### src/rtl/trap_filter_cfg_if.sv
// Sample, configuration and status bundle for the trapezoidal shaper.
// master drives samples and config; slave is the filter.
interface trap_filter_cfg_if #(
    parameter int ADC_W = 14,
    parameter int OUT_W = 16,
    parameter int KL_W  = 7,
    parameter int M_W   = 10
);
    logic                    in_valid;
    logic signed [ADC_W-1:0] in_data;
    logic                    cfg_load;
    logic [KL_W-1:0]         cfg_k;
    logic [KL_W-1:0]         cfg_l;
    logic [M_W-1:0]          cfg_m;
    logic [4:0]              cfg_shift;
    logic                    out_valid;
    logic signed [OUT_W-1:0] out_data;
    logic                    busy;
    logic                    cfg_err;
    logic                    ovf;

    modport master (
        output in_valid, in_data,
        output cfg_load, cfg_k, cfg_l, cfg_m, cfg_shift,
        input  out_valid, out_data, busy, cfg_err, ovf
    );

    modport slave (
        input  in_valid, in_data,
        input  cfg_load, cfg_k, cfg_l, cfg_m, cfg_shift,
        output out_valid, out_data, busy, cfg_err, ovf
    );
endinterface

### src/rtl/trap_filter_cfg.sv
// Runtime-configurable trapezoidal shaper: delay-line differences, two
// accumulators with pole-zero term, saturating output, warm-up gating.
module trap_filter_cfg #(
    parameter int ADC_W     = 14,
    parameter int OUT_W     = 16,
    parameter int ACC_W     = 32,
    parameter int DEPTH     = 64,
    parameter int KL_W      = 7,
    parameter int M_W       = 10,
    parameter int DEF_K     = 4,
    parameter int DEF_L     = 6,
    parameter int DEF_M     = 0,
    parameter int DEF_SHIFT = 0
) (
    input  logic clk,
    input  logic reset,
    trap_filter_cfg_if.slave bus
);

    localparam int IDX_W = $clog2(DEPTH);
    localparam logic signed [ACC_W-1:0] OMAX =
        ACC_W'(2 ** (OUT_W - 1) - 1);
    localparam logic signed [ACC_W-1:0] OMIN = ~OMAX;

    typedef enum logic {WARMUP, RUN} state_t;

    state_t                  state;
    logic [KL_W-1:0]         k, l;
    logic [M_W-1:0]          m;
    logic [4:0]              sh;
    logic [KL_W:0]           cnt;
    logic signed [ADC_W-1:0] dl [DEPTH];
    logic signed [ACC_W-1:0] d1, d2, d, p, md, s;
    logic                    v1, v2, v3, v4;
    logic                    e1, e2, e3, e4;

    logic [KL_W:0]           kl, ksum;
    logic [IDX_W-1:0]        ik, il, ikl;
    logic                    cfg_ok, acc;
    logic signed [ACC_W-1:0] shv;
    logic                    clamp_hi, clamp_lo;
    logic signed [OUT_W-1:0] sat;

    function automatic logic signed [ACC_W-1:0] sx(
        input logic signed [ADC_W-1:0] v);
        return {{(ACC_W-ADC_W){v[ADC_W-1]}}, v};
    endfunction

    always_comb begin
        kl   = {1'b0, k} + {1'b0, l};
        ksum = {1'b0, bus.cfg_k} + {1'b0, bus.cfg_l};
        // history entry j holds x[n-1-j], so tap x[n-T] is entry T-1
        ik   = IDX_W'(k - KL_W'(1));
        il   = IDX_W'(l - KL_W'(1));
        ikl  = IDX_W'(kl - (KL_W+1)'(1));
        cfg_ok = (bus.cfg_k != '0) &&
                 (bus.cfg_l >= bus.cfg_k) &&
                 (ksum <= (KL_W+1)'(DEPTH));
        acc  = bus.in_valid & ~bus.cfg_load;
        shv  = s >>> sh;
        clamp_hi = shv > OMAX;
        clamp_lo = shv < OMIN;
        sat  = shv[OUT_W-1:0];
        if (clamp_hi) sat = OMAX[OUT_W-1:0];
        if (clamp_lo) sat = OMIN[OUT_W-1:0];
    end

    always_ff @(posedge clk) begin
        if (reset) begin
            state         <= WARMUP;
            k             <= KL_W'(DEF_K);
            l             <= KL_W'(DEF_L);
            m             <= M_W'(DEF_M);
            sh            <= 5'(DEF_SHIFT);
            cnt           <= '0;
            for (int i = 0; i < DEPTH; i++) dl[i] <= '0;
            d1            <= '0;
            d2            <= '0;
            d             <= '0;
            p             <= '0;
            md            <= '0;
            s             <= '0;
            {v1, v2, v3, v4} <= '0;
            {e1, e2, e3, e4} <= '0;
            bus.out_valid <= 1'b0;
            bus.out_data  <= '0;
            bus.busy      <= 1'b1;
            bus.cfg_err   <= 1'b0;
            bus.ovf       <= 1'b0;
        end else begin
            v1 <= acc;
            e1 <= acc & (state == RUN);
            v2 <= v1;
            e2 <= e1;
            v3 <= v2;
            e3 <= e2;
            v4 <= v3;
            e4 <= e3;
            bus.out_valid <= v4 & e4;
            if (acc) begin
                dl[0] <= bus.in_data;
                for (int i = 1; i < DEPTH; i++) dl[i] <= dl[i-1];
                d1 <= sx(bus.in_data) - sx(dl[ik]);
                d2 <= sx(dl[il]) - sx(dl[ikl]);
                if (state == WARMUP) begin
                    if (cnt == kl - (KL_W+1)'(1)) begin
                        state    <= RUN;
                        bus.busy <= 1'b0;
                    end else begin
                        cnt <= cnt + 1'b1;
                    end
                end
            end
            if (v1) d <= d1 - d2;
            if (v2) begin
                p  <= p + d;
                md <= d * $signed({{(ACC_W-M_W){1'b0}}, m});
            end
            if (v3) s <= s + p + md;
            if (v4) begin
                bus.out_data <= sat;
                if (clamp_hi | clamp_lo) bus.ovf <= 1'b1;
            end
            // a rejected load leaves the running filter untouched
            if (bus.cfg_load) begin
                if (cfg_ok) begin
                    state         <= WARMUP;
                    k             <= bus.cfg_k;
                    l             <= bus.cfg_l;
                    m             <= bus.cfg_m;
                    sh            <= bus.cfg_shift;
                    cnt           <= '0;
                    for (int i = 0; i < DEPTH; i++) dl[i] <= '0;
                    d1            <= '0;
                    d2            <= '0;
                    d             <= '0;
                    p             <= '0;
                    md            <= '0;
                    s             <= '0;
                    {v1, v2, v3, v4} <= '0;
                    {e1, e2, e3, e4} <= '0;
                    bus.out_valid <= 1'b0;
                    bus.busy      <= 1'b1;
                    bus.cfg_err   <= 1'b0;
                    bus.ovf       <= 1'b0;
                end else begin
                    bus.cfg_err   <= 1'b1;
                end
            end
        end
    end

endmodule
### src/flat_wrapper.sv
// flat-port wrapper written by rule: the top's interface ports become plain ports
module trap_filter_cfg_flat 
#(
    parameter int ADC_W     = 14,
    parameter int OUT_W     = 16,
    parameter int ACC_W     = 32,
    parameter int DEPTH     = 64,
    parameter int KL_W      = 7,
    parameter int M_W       = 10,
    parameter int DEF_K     = 4,
    parameter int DEF_L     = 6,
    parameter int DEF_M     = 0,
    parameter int DEF_SHIFT = 0
)
  (clk, reset, bus_in_valid, bus_in_data, bus_cfg_load, bus_cfg_k, bus_cfg_l, bus_cfg_m, bus_cfg_shift, bus_out_valid, bus_out_data, bus_busy, bus_cfg_err, bus_ovf);
  trap_filter_cfg_if #(.ADC_W(ADC_W), .OUT_W(OUT_W), .KL_W(KL_W), .M_W(M_W)) bus_i ();
  input  logic clk;
  input  logic reset;
  input wire logic [$bits(bus_i.in_valid)-1:0] bus_in_valid;
  input wire logic [$bits(bus_i.in_data)-1:0] bus_in_data;
  input wire logic [$bits(bus_i.cfg_load)-1:0] bus_cfg_load;
  input wire logic [$bits(bus_i.cfg_k)-1:0] bus_cfg_k;
  input wire logic [$bits(bus_i.cfg_l)-1:0] bus_cfg_l;
  input wire logic [$bits(bus_i.cfg_m)-1:0] bus_cfg_m;
  input wire logic [$bits(bus_i.cfg_shift)-1:0] bus_cfg_shift;
  output wire logic [$bits(bus_i.out_valid)-1:0] bus_out_valid;
  output wire logic [$bits(bus_i.out_data)-1:0] bus_out_data;
  output wire logic [$bits(bus_i.busy)-1:0] bus_busy;
  output wire logic [$bits(bus_i.cfg_err)-1:0] bus_cfg_err;
  output wire logic [$bits(bus_i.ovf)-1:0] bus_ovf;
  assign bus_i.in_valid = bus_in_valid;
  assign bus_i.in_data = bus_in_data;
  assign bus_i.cfg_load = bus_cfg_load;
  assign bus_i.cfg_k = bus_cfg_k;
  assign bus_i.cfg_l = bus_cfg_l;
  assign bus_i.cfg_m = bus_cfg_m;
  assign bus_i.cfg_shift = bus_cfg_shift;
  assign bus_out_valid = bus_i.out_valid;
  assign bus_out_data = bus_i.out_data;
  assign bus_busy = bus_i.busy;
  assign bus_cfg_err = bus_i.cfg_err;
  assign bus_ovf = bus_i.ovf;
  trap_filter_cfg #(.ADC_W(ADC_W), .OUT_W(OUT_W), .ACC_W(ACC_W), .DEPTH(DEPTH), .KL_W(KL_W), .M_W(M_W), .DEF_K(DEF_K), .DEF_L(DEF_L), .DEF_M(DEF_M), .DEF_SHIFT(DEF_SHIFT)) u_core (.clk(clk), .reset(reset), .bus(bus_i));
endmodule
### config.mk
export PLATFORM = sky130hd
export DESIGN_NAME = trap_filter_cfg_flat
export DESIGN_NICKNAME = d
export VERILOG_FILES = /design/src/rtl/trap_filter_cfg_if.sv /design/src/rtl/trap_filter_cfg.sv /design/src/flat_wrapper.sv
export SDC_FILE = /design/constraint.sdc
export NUM_CORES = 2
export LEC_CHECK = 0
export CORE_MARGIN = 1.5
export CORE_UTILIZATION = 40
export DETAILED_ROUTE_END_ITERATION = 8
export SYNTH_ARGS = -nofsm -noshare
export SYNTH_HDL_FRONTEND = slang
export SYNTH_SLANG_ARGS = --single-unit
export TNS_END_PERCENT = 30
### constraint.sdc
create_clock -name clk -period 18.6 [get_ports clk]
set_input_delay 1.86 -clock clk [delete_from_list [all_inputs] [get_ports clk]]
set_output_delay 1.86 -clock clk [all_outputs]
set_load 0.01 [all_outputs]
==> metrics.csv <==
stage,metric,value,unit
floorplanning,die-area,198200,um^2
pwr,clkPwrFrac,0.372,
logic_synthesis,syn_nets,7535,
cells_and_area,areaGrowthSynthToFinish,8.754,%
floorplanning,die_h,445.2,um
logic_synthesis,ys_warn_count,0,
route,drt_iter0_markers,5379,
sta,tns,0,ns
sta,hold_viol_final,0,
pwr,power.share.sequential,0.414,
critical_path,crit_type,flip-flop to flip-flop,
logic_synthesis,synthCells,7032,
pwr,switching_share,0.2995,
logic_synthesis,synth_edf_count,448,
grt,antenna_found_initial,10,
sta,fin_ws,9.970,ns
floorplanning,start_util,0.4019,
route,drtPass1Iterations,7,
sta,min_period,8.630,ns
pwr,p_comb_frac,0.214,
run_status,outcome,"complete, no violations",
critical_path,cp_data_arrival_time,9.34,ns
route,ant_nets,0,
floorplanning,die_w,445.2,um
place,dpl.hpwl,133300,um
critical_path,cp-start-kind,flip-flop,
logic_synthesis,async_reset_ff_frac,0,
cells_and_area,layout-drive-gt1-share,0.1807,
clocking,clkLatencyLatePin,0.78,ns
route,routedWlPerCell,22.39,um
pwr,p_per_area,82.31,nW/um^2
sta,tightest_slew,1.182,ns
pwr,switchingPower,2097,uW
logic_synthesis,synth-main-ff-cell,dfxtp_1,
sta,setup_viol_count_final,0,
logic_synthesis,ys_seq_area_frac,0.3527,
sta,slew_headroom,0.2109,
floorplanning,fp.coreArea,194600,um^2
pwr,internal-power,4905,uW
place,pre_cts_slack,9.847,ns
sta,clock_skew,0.02429,ns
logic_synthesis,ys_seq_elements,1154,
grt,grt_pass1_vias,55124,
logic_synthesis,synth.avg_cell_area,11.12,um^2
sta,rsz0062_at_grt,false,
floorplanning,core.rowCount,162,
cells_and_area,finalNetCount,7243,
logic_synthesis,synth_top_area_frac,0.2528,
clocking,cts_buffers,130,
clocking,holdBufCountCts,0,
clocking,cts_tree,yes,
clocking,cts_resized,0,
grt,grt_max_degree,202,
grt,grt-ovfl-total,0,
clocking,path_clk_slew,0.06,ns
sta,finalCritPeriodShare,0.4640,
clocking,htree_num_levels,4,
clocking,clk_path_buf_depth,3,
route,drc,0,
logic_synthesis,yosys-top-cells-count,"nand2_1 (1,163), mux4_2 (878), dfxtp_1 (706), a21oi_1 (613), clkbuf_1 (482)",
place,portBuffers,66,
place,place_congestion,0.8686,
route,wl,210200,um
logic_synthesis,synth_cell_types,80,
job,maxCapViolations,0,
grt,grt_pass1_wl,331900,um
clocking,cts_sinks,1154,
logic_synthesis,synthTopCellsByArea,"mux4_2 (25%), dfxtp_1 (18%), edfxtp_1 (17%), fa_1 (6.0%), nand2_1 (5.6%)",
grt,grtUsageTotal,0.2109,
critical_path,cp.required,19.31,ns
logic_synthesis,synth_most_common_cell,nand2_1,
critical_path,crit_path_end_kind,flip-flop,
route,num_vias,56761,
sta,timing.fmax,115.9,MHz
critical_path,cp_max_fo,45,
pwr,peakVddDrop,104.8,uV
clocking,root_buffer,clkbuf_16,
worst_hold_path,holdCritPathClass,flip-flop to flip-flop,
clocking,post_cts_buffers,0,
logic_synthesis,yosysTopAreaCell,mux4_2,
pwr,p_leak,0.03223,uW
sta,slew_violations,0,
route,viasPerCell,6.044,
logic_synthesis,netlist_area,78210,um^2
floorplanning,ioPinCount,67,
==> kinds of logic after synthesis <==
kind of cell               share of synthesized area
buffers and inverters                        0.04641
xor gates and xnor gates                     0.01904
AOI/OAI and AO/OA                            0.07728
DFF                                           0.3527
muxes                                         0.2796
and+or+nand+nor                               0.1294
adders and majority gates                    0.09560
==> metrics by stage <==
stage	total power [uW]	utilization	instances	hold WS (ns)	area, um^2
after CTS	7054	0.4371	9388	0.4568	85050
after global routing	7287	0.4371	9389	0.4650	85060
final	7002	0.4371	9391	0.4515	85060
after global placement	4425	0.4152	9150	0.4373	80790
after detailed placement	4440	0.4152	9150	0.4428	80790
after floorplan	4018	-	7032	0.4264	78210
==> worst max-delay path: stages (launching register included) <==
cell	delay (ns)
dfxtp_4	0.87
inv_1	0.27
ha_4	0.77
buf_4	0.85
buf_4	0.73
mux4_2	0.60
mux4_2	0.51
mux2_2	0.27
a21oi_1	0.29
ha_1	0.32
a21o_1	0.19
a21oi_1	0.21
o21ai_0	0.22
a21oi_1	0.26
o21ai_0	0.20
a21oi_1	0.25
o21ai_0	0.15
o41ai_1	0.47
o211ai_1	0.16
a21oi_2	0.64
a21o_1	0.15
==> flip-flops by register name, summed over array words and instances (netlist names), 5 cells and up <==
name                 flops
u_core.m                10
u_core.dl              896
u_core.d2               32
u_core.cnt               8
u_core.p                32
u_core.d1               32
u_core.d                32
u_core.s                32
u_core.l                 7
u_core.sh                5
u_core.bus.out_data     16
u_core.md               32
u_core.k                 7
==> metal layers <==
metal | GRT usage | vias up | wire [um]
met3 | 0.03915 | 351 | 15650
met4 | 0.06035 | 6 | 5936
li1 | - | 25211 | -
met5 | 0 | - | 40
met2 | 0.3409 | 2228 | 100900
met1 | 0.2893 | 28965 | 87750
==> worst paths after layout <==
path,slack (ns),endpoint,cells after the start,start
setup reg to reg,9.97,u_core.d2[19],20,u_core.l[0]
hold reg to reg,0.45,u_core.d2[23],1,u_core.d2[23]
setup / recovery,9.97,u_core.d2[19],20,u_core.l[0]
hold / removal,0.45,u_core.d2[23],1,u_core.d2[23]
==> cell type report <==
cell class | instances | area, um^2
clock buffer | 190 | 3839
clock inverter | 48 | 429.2
sequential | 1154 | 27600
timing repair buffer | 154 | 1416
fill | 17875 | 109500
tap | 2542 | 3181
inverter | 368 | 1404
antenna | 3 | 7.507
multi-input combinational | 4932 | 47180
==> power groups by stage <==
stage	combinational [uW]	clock, uW	sequential (uW)
3_3_place_gp	1480	0	2940
6_report	1500	2610	2900
3_5_place_dp	1490	0	2950
2_1_floorplan	1120	0	2900
4_1_cts	1500	2660	2890
5_1_grt	1610	2760	2910
==> cells in the final DEF (no fill, tap or decap), types with 80 or more instances in the layout <==
cell type / synthesis / layout
dfxtp_1: 706 / 699
xnor2_1: 117 / 107
o21ai_0: 95 / 95
a21o_1: 98 / 98
ha_1: 220 / 216
a21oi_1: 613 / 613
nand2_1: 1163 / 1161
buf_4: 0 / 80
mux4_2: 878 / 878
and3_1: 465 / 465
clkbuf_16: 0 / 137
mux2i_1: 176 / 176
edfxtp_1: 448 / 448
inv_1: 365 / 364
nor2_1: 271 / 270
and2_1: 137 / 137
fa_1: 236 / 235
(Power assumes the default switching activity.)
